File: src/rtl/note_sequencer.sv
// note_sequencer
//   Steps through a small programmable melody table and drives the shared
//   square-wave note divider (half-period compare value + tone enable).
//   A held keyboard note overrides the divider and freezes playback; the
//   song picks up exactly where it paused once the key is released.
//
// Ports
//   clk, reset     100 MHz clock, synchronous active-high reset
//   wr_en/addr/data table write port, entry = {note[7:4], beats[3:0]}
//   start          begin playback at entry 0 (ignored while busy)
//   stop           abort playback (beats start, loop and key)
//   loop           wrap to entry 0 at end-of-song instead of finishing
//   key_valid/note live keyboard note, codes 1..8 are audible
//   half_period    divider compare value
//   tone_en        divider output audible
//   busy           sequencer not IDLE
//   done           one-cycle pulse on natural song completion
//   cur_addr       table entry being played
module note_sequencer #(
    parameter int BEAT_CYCLES = 25000000,
    parameter int GAP_CYCLES  = 1000000,
    parameter int DEPTH       = 16
) (
    input  logic        clk,
    input  logic        reset,
    input  logic        wr_en,
    input  logic [3:0]  wr_addr,
    input  logic [7:0]  wr_data,
    input  logic        start,
    input  logic        stop,
    input  logic        loop,
    input  logic        key_valid,
    input  logic [3:0]  key_note,
    output logic [19:0] half_period,
    output logic        tone_en,
    output logic        busy,
    output logic        done,
    output logic [3:0]  cur_addr
);

    // One down-counter serves both PLAY and GAP, so it is sized for the
    // longest note (15 beats); 29 bits at the default beat length.
    localparam int CW_PLAY = $clog2(15 * BEAT_CYCLES + 1);
    localparam int CW_GAP  = $clog2(GAP_CYCLES + 1);
    localparam int CW_MAX  = (CW_PLAY > CW_GAP) ? CW_PLAY : CW_GAP;
    localparam int CW      = (CW_MAX > 5) ? CW_MAX : 5;

    localparam logic [CW-1:0] BEAT_W = CW'(BEAT_CYCLES);
    localparam logic [CW-1:0] GAP_W  = CW'(GAP_CYCLES);
    localparam logic [3:0]    LAST   = 4'(DEPTH - 1);

    typedef struct packed {
        logic [3:0] note;
        logic [3:0] beats;
    } entry_t;

    typedef enum logic [1:0] {
        IDLE  = 2'd0,
        FETCH = 2'd1,
        PLAY  = 2'd2,
        GAP   = 2'd3
    } state_t;

    state_t          state;
    logic [3:0]      addr;
    logic [3:0]      note_q;
    logic [CW-1:0]   cnt;
    logic [7:0]      tbl [DEPTH];

    entry_t          ent;
    logic            key_ok;
    logic [19:0]     key_hp;

    function automatic logic [19:0] note_hp(input logic [3:0] n);
        case (n)
            4'd1:    note_hp = 20'd191109;
            4'd2:    note_hp = 20'd170265;
            4'd3:    note_hp = 20'd151685;
            4'd4:    note_hp = 20'd143172;
            4'd5:    note_hp = 20'd127550;
            4'd6:    note_hp = 20'd113636;
            4'd7:    note_hp = 20'd101238;
            4'd8:    note_hp = 20'd95556;
            default: note_hp = 20'd0;
        endcase
    endfunction

    function automatic logic note_audible(input logic [3:0] n);
        note_audible = (n >= 4'd1) && (n <= 4'd8);
    endfunction

    // Melody table: plain register array, contents survive reset.
    always_ff @(posedge clk) begin
        if (wr_en)
            tbl[wr_addr] <= wr_data;
    end

    assign ent      = entry_t'(tbl[addr]);
    assign key_ok   = key_valid && note_audible(key_note);
    assign key_hp   = note_hp(key_note);
    assign cur_addr = addr;

    // Every branch writes half_period/tone_en explicitly so the outputs fall
    // back to the sequencer's own value on the first cycle after a key is
    // released. In GAP and FETCH half_period keeps showing the last latched
    // note; only IDLE parks it at 0.
    always_ff @(posedge clk) begin
        if (reset) begin
            state       <= IDLE;
            addr        <= '0;
            note_q      <= '0;
            cnt         <= '0;
            half_period <= '0;
            tone_en     <= 1'b0;
            busy        <= 1'b0;
            done        <= 1'b0;
        end else begin
            done <= 1'b0;
            if (stop) begin
                // Kills the song but leaves a held key audible.
                state       <= IDLE;
                busy        <= 1'b0;
                half_period <= key_ok ? key_hp : 20'd0;
                tone_en     <= key_ok;
            end else if (key_ok) begin
                // Key owns the divider; state and counters stay frozen.
                half_period <= key_hp;
                tone_en     <= 1'b1;
            end else begin
                case (state)
                    IDLE: begin
                        half_period <= '0;
                        tone_en     <= 1'b0;
                        if (start) begin
                            state  <= FETCH;
                            addr   <= '0;
                            note_q <= '0;
                            busy   <= 1'b1;
                        end
                    end

                    FETCH: begin
                        half_period <= note_hp(note_q);
                        tone_en     <= 1'b0;
                        if (ent.beats == 4'd0) begin
                            // End marker. Looping from entry 0 itself would
                            // spin forever, so an empty song always finishes.
                            if (loop && addr != 4'd0) begin
                                addr <= '0;
                            end else begin
                                state       <= IDLE;
                                busy        <= 1'b0;
                                done        <= 1'b1;
                                half_period <= '0;
                            end
                        end else begin
                            note_q      <= ent.note;
                            cnt         <= CW'(ent.beats) * BEAT_W - CW'(1);
                            state       <= PLAY;
                            half_period <= note_hp(ent.note);
                            tone_en     <= note_audible(ent.note);
                        end
                    end

                    PLAY: begin
                        half_period <= note_hp(note_q);
                        tone_en     <= note_audible(note_q);
                        if (cnt == '0) begin
                            state   <= GAP;
                            cnt     <= GAP_W - CW'(1);
                            tone_en <= 1'b0;
                        end else begin
                            cnt <= cnt - CW'(1);
                        end
                    end

                    GAP: begin
                        half_period <= note_hp(note_q);
                        tone_en     <= 1'b0;
                        if (cnt == '0) begin
                            if (addr == LAST) begin
                                // Table exhausted without a marker.
                                if (loop) begin
                                    addr  <= '0;
                                    state <= FETCH;
                                end else begin
                                    state       <= IDLE;
                                    busy        <= 1'b0;
                                    done        <= 1'b1;
                                    half_period <= '0;
                                end
                            end else begin
                                addr  <= addr + 4'd1;
                                state <= FETCH;
                            end
                        end else begin
                            cnt <= cnt - CW'(1);
                        end
                    end

                    default: state <= IDLE;
                endcase
            end
        end
    end

endmodule

File: config.mk
export PLATFORM = sky130hd
export DESIGN_NAME = note_sequencer
export DESIGN_NICKNAME = d
export VERILOG_FILES = /design/src/rtl/note_sequencer.sv
export SDC_FILE = /design/constraint.sdc
export NUM_CORES = 1
export LEC_CHECK = 0
export ABC_AREA = 0
export CAP_MARGIN = 20
export CORE_UTILIZATION = 55
export DETAILED_ROUTE_END_ITERATION = 12
export PLACE_DENSITY = 0.82
export RECOVER_POWER = 100
export SLEW_MARGIN = 20
export SYNTH_ARGS = -nofsm -noshare
export SYNTH_HDL_FRONTEND = slang
export SYNTH_SLANG_ARGS = --single-unit
File: constraint.sdc
create_clock -name clk -period 6.1 [get_ports clk]
set_input_delay 1.22 -clock clk [delete_from_list [all_inputs] [get_ports clk]]
set_output_delay 1.22 -clock clk [all_outputs]
set_load 0.05 [all_outputs]
==> impl_metrics.ini, run 1 <==
[cts]
cts_sinks = 210
worstSkewPairLatency_ns = 0.52
cts_setup_buffers = 0
cts_tree = done
clock_path_buffers = 3
path_clk_slew_ns = 0.06
htree_levels = 1
cts-buffers-inserted = 22
cts_root_buffer = clkbuf_16

[synthesis]
netlist_area_sq_mm = 0.01097
async_flop_share_pct = 0
ys_types = 86
ys_seq_elements = 210
yosysSeqAreaShare_pct = 49.99
syn_area_per_cell_sq_um = 11.31
ys.flop_type = edfxtp_1
syn_inst = 970
synth-edff-count = 128
yosysWarningCount = 0

[sta]
whs_ns = 0.4924
skew_ns = 0.02315
finalHoldViolations = 0
fmax_mhz = 171.8
worstMarginPinSlew_ns = 2.005
setup_viol = 0
rsz0062_at_grt = no
max_slew_margin_pct = -34.83
setup_tns_ns = 0
post-route-period-util_pct = 95.42
fin_ws_ns = 0.2795
final_max_slew_viol_count = 19
min_period_ns = 5.821

[setup_path]
criticalPathCategory = reg2reg
cp_cell_sequence = mux4_2 -> mux4_2 -> fa_1 -> fa_1 -> ha_1 -> a211oi_1 -> o31ai_1 -> a21oi_1 -> or3_1 -> or4b_2 -> and4bb_2 -> xnor2_1 -> o22ai_1
r2r_cells = 13
cp_slowest_cell = fa_1
critPathLaunchType = flip-flop
cp-end-kind = flip-flop
r2r_slack_ns = 0.28
arrival_ns = 6.19
cpPeakStageDelay_ns = 0.75
r2r-end = cnt[27]$_SDFFE_PP0P_
crit_path_max_fanout = 14
cp.required_ns = 6.47

[floorplanning]
start_util_pct = 56.20
die_h_um = 143.2
core_sq_mm = 0.01953
die_x_um = 143.2
io_pins = 50
num_rows = 51
design.die.area_sq_mm = 0.02052

[job]
max_cap_viol_count = 1

[finish]
final_nets = 1085
diodes = 0
drive_gt1_share_pct = 10.35
stdcell_count = 1289
syn_to_final_growth_pct = 12.38
n_fill_cell = 1521

[global_routing]
grt_max_degree = 56
grt_pass1_vias = 7627
grt_overflow = 0
grtUsageTotal_pct = 25.96
grt_pass1_wl_um = 40900
antenna_found_initial = 0

[place]
placement.io_buffers = 47
placed_cells = 1251
dp_hpwl_um = 18060
gp_congestion = 0.9523
pre_cts_ws_ns = 0.3244

[min_path]
hold_end = cnt[10]$_SDFFE_PP0P_
hp-class = reg2reg
hold_start = cnt[10]$_SDFFE_PP0P_
hold_depth = 2

[pwr]
power_density_mw_per_mm2 = 262.7
power_leakage_nw = 4.282
peakVddDrop_v = 0.0002602

[route]
drc = 0
drtPass1Iterations = 5
drt_iter0_drc = 707
vias = 8166
totalWireLength_um = 26090
final_antenna_net_count = 0
wl_per_cell_um = 20.24
viasPerCell = 6.335

[outcome]
violations = max-capacitance violations, max-slew violations
status = complete, but fails checks
[power breakdown]
group	internal (W)	switching (W)
Sequential	0.00154	0.0000204
Clock	0.000726	0.000542
Combinational	0.000149	0.000264
Total	0.00241	0.000826
[cells by family (layout without fill, tap and decap cells)]
kind of cell / after synthesis / after routing / share of synthesized area, %
buf+inv: 81 / 134 / 3.158
simple gates: 301 / 301 / 14.24
other cells: 1 / 2 / 0.03417
flops: 210 / 210 / 49.99
mux: 49 / 49 / 8.826
compound gates: 246 / 246 / 14.88
fa+ha+maj: 52 / 52 / 6.477
xor+xnor: 30 / 30 / 2.395
[final cells by class]
cell class              instances  area (sq um)  area share, %
flip-flops and latches        210          5489          44.51
clock inverters                10         107.6         0.8726
multi-input cells             680          5126          41.57
inverters                      32         120.1         0.9740
clock buffers                  28         583.1          4.728
repair buffers                 64         574.3          4.657
well taps                     265         331.6          2.689
[synthesized netlist by cell type (3+ instances only)]
library cell	instances	area (sq um)
a211oi_1	8	60.06
a21o_1	10	75.07
a21oi_1	62	310.3
a22oi_1	19	142.6
a31oi_1	3	18.77
and2_1	8	50.05
and3_1	9	56.30
buf_1	3	11.26
buf_2	10	50.05
buf_6	3	33.78
clkbuf_1	31	116.4
dfxtp_1	82	1642
edfxtp_1	128	3844
fa_1	8	160.2
ha_1	44	550.5
inv_1	30	112.6
mux2i_1	9	90.09
mux4_2	38	855.8
nand2_1	58	217.7
nand2b_1	9	56.30
nand3_1	29	145.1
nand3b_1	9	67.56
nand4_1	6	37.54
nor2_1	79	296.5
nor2b_1	7	43.79
nor3_1	31	155.2
nor3b_1	4	30.03
nor4_1	14	87.58
o2111ai_1	4	35.03
o211ai_1	6	45.04
o21a_1	5	37.54
o21ai_0	56	280.3
o21bai_1	5	37.54
o22ai_1	17	106.4
o31a_1	5	43.79
o31ai_1	4	30.03
o32ai_1	6	52.55
or2_2	9	56.30
or3_1	12	75.07
or3b_2	3	26.28
xnor2_1	20	175.2
xor2_1	10	87.58
[placed cells by master, fill, tap and decap left out, types with 8 or more instances in the layout]
| master | count |
|---|---|
| and3_1 | 9 |
| clkbuf_1 | 10 |
| nor3_1 | 31 |
| mux4_2 | 38 |
| dfxtp_1 | 81 |
| mux2i_1 | 9 |
| xnor2_1 | 20 |
| nor4_1 | 15 |
| edfxtp_1 | 128 |
| o22ai_1 | 17 |
| a22oi_1 | 19 |
| fa_1 | 8 |
| clkbuf_16 | 22 |
| nand2b_1 | 9 |
| buf_4 | 12 |
| dlygate4sd3_1 | 35 |
| inv_1 | 30 |
| or3_1 | 12 |
| nand3_1 | 29 |
| xor2_1 | 10 |
| nand3b_1 | 9 |
| nor2_1 | 79 |
| nand2_1 | 58 |
| a21o_1 | 10 |
| a211oi_1 | 8 |
| ha_1 | 44 |
| clkdlybuf4s50_1 | 11 |
| o21ai_0 | 57 |
| a21oi_1 | 62 |
[metrics by stage]
stage	power (W)	cell area, sq um	util (%)
2_1_floorplan	0.001882	10980	-
3_3_place_gp	0.001988	11680	59.82
3_5_place_dp	0.001996	11680	59.82
4_1_cts	0.003255	12370	63.36
5_1_grt	0.003351	12330	63.16
6_report	0.003240	12330	63.16
[worst max-delay path by stage]
stage	startpoint	endpoint	depth (start not counted)	slack, ns
5_1_grt	flip-flop	cnt[27]$_SDFFE_PP0P_	13	0.03
4_1_cts	flip-flop	cnt[27]$_SDFFE_PP0P_	15	0.27
2_1_floorplan	flip-flop	cnt[27]$_SDFFE_PP0P_	16	0.28
3_3_place_gp	flip-flop	cnt[27]$_SDFFE_PP0P_	13	0.40
6_report	flip-flop	cnt[27]$_SDFFE_PP0P_	13	0.28
3_5_place_dp	flip-flop	cnt[27]$_SDFFE_PP0P_	13	0.32
[layer usage]
layer / track usage (%) / part of all wire [%] / vias up
met5: 0.2506 / 0 / -
li1: - / - / 3773
met4: 6.943 / 2.6 / 0
met1: 35.78 / 42 / 3944
met2: 42.77 / 48 / 393
met3: 4.024 / 7.9 / 56
[worst max-delay path: cells and delay by family, from the launching register on]
kind | cells | cell delay [ns]
DFF | 1 | 0.73
adders and majority gates | 3 | 1.60
and+or+nand+nor | 3 | 1.35
xor gates and xnor gates | 1 | 0.12
muxes | 2 | 1.03
AOI/OAI and AO/OA | 4 | 0.82
[repair_timing]
action / CTS / global route
hold buffers: 0 / 0
setup endpoints to repair: 0 / 2
gates resized for setup: 0 / 2
(Power assumes the default switching activity.)
==> inputs of run 2 (changes only) <==
--- a/config.mk
+++ b/config.mk
@@ -7,6 +7,7 @@
 export LEC_CHECK = 0
 export ABC_AREA = 0
 export CAP_MARGIN = 20
+export CORE_ASPECT_RATIO = 1.1
 export CORE_UTILIZATION = 55
 export DETAILED_ROUTE_END_ITERATION = 12
 export PLACE_DENSITY = 0.82
==> impl_metrics.ini, run 2 (synthesized netlist as in run 1, its figures left out) <==
[global_routing]
grtUsageTotal_pct = 25.70
antenna_found_initial = 0
grt_pass1_vias = 7729
grt_max_degree = 56
grt_pass1_wl_um = 40810
grt_overflow = 0

[finish]
drive_gt1_share_pct = 10.04
diodes = 0
syn_to_final_growth_pct = 12.22
final_util_pct = 63.81
layout_commonest_cell = edfxtp_1
final_cell_mix = 128 x edfxtp_1, 81 x dfxtp_1, 79 x nor2_1
final_nets = 1084
stdcell_count = 1273

[sta]
setup_tns_ns = 0
fmax_mhz = 172.0
post-route-period-util_pct = 95.31
skew_ns = 0.01021
finalHoldViolations = 0
rsz0062_at_grt = no
final_max_slew_viol_count = 28
worstMarginPinSlew_ns = 1.878
setup_viol = 0
max_slew_margin_pct = -26.27
min_period_ns = 5.814

[min_path]
hp-class = reg2reg

[setup_path]
cp.required_ns = 6.48
r2r-end = cnt[27]$_SDFFE_PP0P_
critPathCapture = cnt[27]$_SDFFE_PP0P_
r2r_slack_ns = 0.29
crit_path_max_fanout = 13
criticalPathCategory = reg2reg
arrival_ns = 6.20
critPathLaunchType = flip-flop
r2r_cells = 13
cp-end-kind = flip-flop

[floorplanning]
num_rows = 53
core_sq_mm = 0.01930
io_pins = 50
die_h_um = 150.1
start_util_pct = 56.86
design.die.area_sq_mm = 0.02052
die_x_um = 136.7

[pwr]
p_int_w = 0.002438
finalPower_w = 0.003270
p_sw_w = 0.0008320
p_seq_share_pct = 47.7
power_leakage_nw = 4.282
peakVddDrop_v = 0.0002602
p_sw_share_pct = 25.44
clkPwrFrac_pct = 39.8
power_frac_comb_pct = 12.5
power_density_mw_per_mm2 = 265.6

[outcome]
status = complete, but fails checks
violations = max-capacitance violations, max-slew violations

[route]
viasPerCell = 6.383
drtPass1Iterations = 5
drc = 0
totalWireLength_um = 25840
vias = 8126
final_antenna_net_count = 0
wl_per_cell_um = 20.30
drt_iter0_drc = 874

[place]
gp_congestion = 0.9908
dp_hpwl_um = 17990
placed_cells = 1231
placement.io_buffers = 47

[cts]
cts_root_buffer = clkbuf_16
cts_tree = done
cts_sinks = 210
cts-buffers-inserted = 23
post_cts_resized = 0
path_clk_slew_ns = 0.06
worstSkewPairLatency_ns = 0.52
clock_path_buffers = 3
holdBufCountCts = 0
cts_setup_buffers = 0
htree_levels = 1

[job]
max_cap_viol_count = 2
[run 2: cell types whose count changed in the layout (fill, tap and decap cells not counted), sizes merged]
cell / before / now
clkbuf: 33 / 37
buf: 13 / 11
bufinv: 1 / 0
inv: 31 / 32
[run 2: worst min path at each step]
stage                                  to                start  cells after the start
6_report       half_period[13]$_SDFF_PP0_            flip-flop                      2
5_1_grt        half_period[13]$_SDFF_PP0_            flip-flop                      2
4_1_cts        half_period[13]$_SDFF_PP0_            flip-flop                      2
3_5_place_dp   half_period[13]$_SDFF_PP0_            flip-flop                      2
3_3_place_gp          cnt[8]$_SDFFE_PP0P_  cnt[8]$_SDFFE_PP0P_                      2
2_1_floorplan  half_period[13]$_SDFF_PP0_            flip-flop                      2
[run 2: per-layer routing]
layer	GRT usage (%)	vias up	routed length, um
li1	-	3786	-
met1	34.77	3881	10700
met2	42.59	400	12470
met3	3.468	59	1898
met4	8.722	0	764
met5	0	-	0
[run 2: per-stage QoR]
stage | area, sq um | hold slack [ns] | setup slack (ns)
after global placement | 11650 | 0.4752 | 0.4663
final | 12310 | 0.4908 | 0.2862
after global routing | 12310 | 0.5083 | 0.003968
after detailed placement | 11650 | 0.4663 | 0.2952
after floorplan | 10980 | 0.4232 | 0.2772
after CTS | 12360 | 0.4842 | 0.2863
[run 2: power groups by stage]
stage                     Clock [W]  Combinational [W]  Sequential (W)
after floorplan                   0           0.000287         0.00159
after global placement            0           0.000399         0.00159
after detailed placement          0           0.000405         0.00159
after CTS                   0.00131           0.000409         0.00156
after global routing        0.00137           0.000448         0.00156
final                       0.00130           0.000410         0.00156
[run 2: final cells by class]
class | instances | area (sq um)
Fill cell | 1455 | 6983
Sequential cell | 210 | 5487
Multi-Input combinational cell | 680 | 5124
Clock buffer | 32 | 650.6
Timing Repair Buffer | 62 | 559.3
Tap cell | 247 | 309.0
Inverter | 32 | 120.1
Clock inverter | 10 | 65.06
[run 2: critical path: stages, from the launching register on]
cell and delay, ns:
dfxtp_2 0.60, mux4_2 0.57, mux4_2 0.61, fa_1 0.71, fa_1 0.51, ha_1 0.34, a211oi_1 0.11, o31ai_1 0.48
a21oi_1 0.16, or3_1 0.37, or4b_2 0.66, and4bb_2 0.33, xnor2_1 0.12, o22ai_1 0.08
